`config.mk`:
```
export PLATFORM = sky130hd
export DESIGN_NAME = serial_adder_fsm
export DESIGN_NICKNAME = d
export VERILOG_FILES = /design/src/rtl/serial_adder_fsm_pkg.sv /design/src/rtl/full_adder_cell.sv /design/src/rtl/serial_adder_fsm.sv
export SDC_FILE = /design/constraint.sdc
export NUM_CORES = 1
export LEC_CHECK = 0
export CAP_MARGIN = 20
export CORE_UTILIZATION = 54
export CTS_BUF_LIST = sky130_fd_sc_hd__clkbuf_2 sky130_fd_sc_hd__clkbuf_4 sky130_fd_sc_hd__clkbuf_8
export DETAILED_ROUTE_END_ITERATION = 8
export PLACE_DENSITY = 0.95
export SLEW_MARGIN = 20
export SYNTH_ARGS = -nofsm -noshare
export SYNTH_HDL_FRONTEND = slang
export SYNTH_HIERARCHICAL = 1
export SYNTH_SLANG_ARGS = --single-unit
```
`constraint.sdc`:
```
create_clock -name clk -period 2.9 [get_ports clk]
set_clock_uncertainty 0.1 [all_clocks]
set_input_delay 0.58 -clock clk [delete_from_list [all_inputs] [get_ports clk]]
set_output_delay 0.58 -clock clk [all_outputs]
set_load 0.02 [all_outputs]
```
`src/rtl/serial_adder_fsm_pkg.sv`:
```
// rtl/serial_adder_fsm_pkg.sv - state encoding and counter sizing for the bit-serial adder
package serial_adder_pkg;

  typedef enum logic [1:0] {
    ST_IDLE = 2'd0,
    ST_RUN  = 2'd1,
    ST_DONE = 2'd2
  } state_e;

  // Bit counter only has to reach WIDTH-1; keep at least one bit for WIDTH=1.
  function automatic int cnt_width(input int width);
    return (width <= 2) ? 1 : $clog2(width);
  endfunction

endpackage

```
`src/rtl/full_adder_cell.sv`:
```
// rtl/full_adder_cell.sv - combinational one-bit full adder
module full_adder_cell (
  input  logic a,
  input  logic b,
  input  logic cin,
  output logic s,
  output logic cout
);

  assign s    = a ^ b ^ cin;
  assign cout = (a & b) | (a & cin) | (b & cin);

endmodule

```
`src/rtl/serial_adder_fsm.sv`:
```
// rtl/serial_adder_fsm.sv - LSB-first bit-serial adder/subtractor with Mealy carry FSM
module serial_adder_fsm #(
  parameter int WIDTH = 8
) (
  input  logic             clk,
  input  logic             rst,
  input  logic             in_valid,
  output logic             in_ready,
  input  logic [WIDTH-1:0] a,
  input  logic [WIDTH-1:0] b,
  input  logic             sub,
  output logic             bit_valid,
  output logic             sum_bit,
  output logic             carry_bit,
  output logic             out_valid,
  input  logic             out_ready,
  output logic [WIDTH-1:0] sum,
  output logic             cout,
  output logic             ovf
);

  import serial_adder_pkg::*;

  localparam int               CNT_W    = cnt_width(WIDTH);
  localparam logic [CNT_W-1:0] LAST_BIT = CNT_W'(WIDTH - 1);

  state_e             state_q, state_d;
  logic [WIDTH-1:0]   a_q, a_d;
  logic [WIDTH-1:0]   b_q, b_d;
  logic [WIDTH-1:0]   sum_q, sum_d;
  logic [CNT_W-1:0]   cnt_q, cnt_d;
  logic               carry_q, carry_d;
  logic               cout_q, cout_d;
  logic               ovf_q, ovf_d;
  logic               fa_s, fa_c;
  logic               running;
  logic               accept;

  full_adder_cell u_fa (
    .a    (a_q[0]),
    .b    (b_q[0]),
    .cin  (carry_q),
    .s    (fa_s),
    .cout (fa_c)
  );

  assign running   = (state_q == ST_RUN);
  assign in_ready  = (state_q == ST_IDLE) | ((state_q == ST_DONE) & out_ready);
  assign accept    = in_valid & in_ready;
  assign bit_valid = running;
  assign sum_bit   = running & fa_s;
  assign carry_bit = running & fa_c;
  assign out_valid = (state_q == ST_DONE);
  assign sum       = sum_q;
  assign cout      = cout_q;
  assign ovf       = ovf_q;

  always_comb begin
    state_d = state_q;
    a_d     = a_q;
    b_d     = b_q;
    sum_d   = sum_q;
    cnt_d   = cnt_q;
    carry_d = carry_q;
    cout_d  = cout_q;
    ovf_d   = ovf_q;
    case (state_q)
      ST_IDLE, ST_DONE: begin
        if (accept) begin
          // Subtraction is A + ~B + 1: the +1 enters as the initial carry.
          a_d     = a;
          b_d     = sub ? ~b : b;
          carry_d = sub;
          cnt_d   = '0;
          state_d = ST_RUN;
        end else if (state_q == ST_DONE && out_ready) begin
          state_d = ST_IDLE;
        end
      end
      ST_RUN: begin
        sum_d   = WIDTH'({fa_s, sum_q} >> 1);
        a_d     = a_q >> 1;
        b_d     = b_q >> 1;
        carry_d = fa_c;
        if (cnt_q == LAST_BIT) begin
          cout_d  = fa_c;
          ovf_d   = carry_q ^ fa_c;
          state_d = ST_DONE;
        end else begin
          cnt_d = cnt_q + CNT_W'(1);
        end
      end
      default: state_d = ST_IDLE;
    endcase
  end

  always_ff @(posedge clk) begin
    if (!rst) begin
      state_q <= ST_IDLE;
      a_q     <= '0;
      b_q     <= '0;
      sum_q   <= '0;
      cnt_q   <= '0;
      carry_q <= 1'b0;
      cout_q  <= 1'b0;
      ovf_q   <= 1'b0;
    end else begin
      state_q <= state_d;
      a_q     <= a_d;
      b_q     <= b_d;
      sum_q   <= sum_d;
      cnt_q   <= cnt_d;
      carry_q <= carry_d;
      cout_q  <= cout_d;
      ovf_q   <= ovf_d;
    end
  end

endmodule

```
==> results.toml <==
[grt]
antenna_found_initial = 0
grt-ovfl-total = 0
grt_start_max_net_pins = 21
grt_pass1_vias = 1285
grt_usage_pct = 26.58
grt_first_pass_wirelength_um = 5395

[timing]
max_freq_ghz = 0.3817
fin_crit_sh_pct = 90.35
hold_viol_final = 0
holdWs_ns = 0.3740
finalSetupViolations = 0
rsz0062_at_grt = "no"
period_needed_ns = 2.620
drv_slew = 0
slew_headroom_pct = 60.97
worst_pin_slew_ns = 0.5793
setup_slack_ns = 0.2798
timing.setup.tns_ns = 0

[critical_path]
crit_path_start_kind = "input pin"
crit_path_frequent_cell = "clkdlybuf4s50_1"
cp_num_buf_inv = 2
cp_cell_sequence = "clkdlybuf4s50_1 > nor2b_2 > nor2_1 > clkdlybuf4s50_1"
max_stage_delay_ns = 0.60
criticalPathCategory = "input pin to primary output"
required_ns = 2.22
slowest_stage = "clkdlybuf4s50_1"
crit_path_end_kind = "primary output"
cp.arrival_ns = 1.94
crit_family = "buffers and inverters"
crit_fanout = 4

[placed_design]
port_buffers = 35
hpwl_um = 2396
dpl.cell_count = 223
gp_congestion = 0.7522
dp_slack_ns = 0.2789

[layout]
final_nets = 224
drive_above_1_share_pct = 11.50
fin_cells = 230
areaGrowthSynthToFinish_pct = 27.85
fillers = 190
antenna_cells = 0
mostFrequentLayoutCells = "nand2_1, clkdlybuf4s50_1, dfxtp_1"

[routing]
drt.antenna.violating_nets = 0
drt_iter0_drc = 52
drc_errors = 0
dr_total_vias = 1348
wirelength_um = 3366
via_per_inst = 5.861
routedWlPerCell_um = 14.63
first_pass_iters = 6

[die]
core_um2 = 2522
dieHeight_um = 54.16
num_rows = 18
io_pins = 36
initial_core_util_pct = 58.23
die_area_um2 = 2933
die_x_um = 54.16

[outcome]
status = "completed"

[power]
power_leakage_nw = 0.7116
irDropWorstVdd_uv = 375.7
p_total_uw = 922.0
power_density_nw_per_um2 = 490.9

[min_path]
hp-class = "flip-flop to flip-flop"

[cts]
ctsHoldBuffers = 0
clk_pin_slew_worst_paths_ns = 0.09
htreeDepth = 2
cts_buffer_depth = 2
insertion_delay_ns = 0.33
clock_sinks = 32
root_buffer = "clkbuf_4"
cts_buffers = 5
cts_tree = "yes"
cts_resized = 0
post-cts-setup-buffers = 0

[synthesis]
yosysWarnings = 6
synth.distinct_cells = 32
syn_area_um2 = 1469
netlist_top_cells_area = "dfxtp_1, nand2_1, a21oi_1, xor2_1, a222oi_1"
syn-num-nets = 189
ys_ff_latch = 32
synth_top_area_share_pct = 43.61
ys_seq_area_share_pct = 43.61
syn_avg_cell_area_um2 = 8.902
syn-instance-count = 165
synth_top_area_cell = "dfxtp_1"

[job]
maxCapViolCount = 0
## where the power goes
group          internal, mW  switching, mW  leakage (nW)
registers             0.462         0.0173         0.262
logic                0.0762         0.0845         0.413
clock network         0.137          0.144        0.0374
total                 0.676          0.246         0.712
## worst register-to-register path, stage by stage (launching register included)
cell and delay [ns]:
dfxtp_1 0.35, ha_1 0.20, ha_1 0.24, a21oi_1 0.18
o21ai_0 0.25, o41ai_1 0.34
## flip-flops by register name, summed over array words and instances, names as in the netlist
register	count
a_q	8
b_q	8
sum	8
cnt_q	3
state_q	2
carry_q	1
cout	1
ovf	1
## routing by layer
| layer | global-route usage, % | share of wire [%] | routed length [um] | vias up |
|---|---|---|---|---|
| met5 | 0 | 0 | 0 | - |
| met3 | 7.627 | 4.8 | 161 | 7 |
| met1 | 29.48 | 42 | 1406 | 648 |
| met2 | 46.34 | 52 | 1753 | 45 |
| li1 | - | - | - | 648 |
| met4 | 11.97 | 1.4 | 46 | 0 |
## final cells by class
type	instances	area, um^2	area share [%]
multi-input combinational	119	743.2	39.57
sequential	32	640.6	34.11
timing repair buffer	39	380.4	20.25
clock buffer	7	65.06	3.464
tap	30	37.54	1.999
inverter	3	11.26	0.5996
## path summary, 6_finish.rpt
kind,from,endpoint,slack (ns),depth (start not counted)
worst max-delay path,out_ready,in_ready,0.28,4
worst min-delay path,sum[4],sum[3],0.37,2
worst max register to register,cnt_q[0],cnt_q[0],1.14,5
worst min register to register,sum[4],sum[3],0.37,2
## Yosys cell counts (all sizes together)
library cell,count
nand2,35
dfxtp,32
a21oi,19
nor2,16
xor2,9
buf,8
a222oi,7
a311oi,7
nand3,6
clkbuf,3
inv,3
nand2b,3
nand3b,3
nor2b,3
ha,2
o21ai,2
a21o,1
and2,1
fa,1
mux2i,1
nand4,1
nor3b,1
o41ai,1
## metrics by stage
stage,utilization (%),instance area (um^2)
final,74.45,1878
after global routing,74.45,1878
after CTS,74.45,1878
after detailed placement,71.88,1813
after global placement,71.88,1813
after floorplan,-,1469
## kinds of logic after synthesis
family                     Yosys count  synth area share [%]
adders and majority gates            3                 3.066
and+or+nand+nor                     69                 22.23
DFF                                 32                 43.61
muxes                                1                0.6815
xor gates and xnor gates             9                 5.367
buffers and inverters               14                 5.791
AOI/OAI and AO/OA                   37                 19.25
Note: power is estimated with default switching activity, not from simulation.
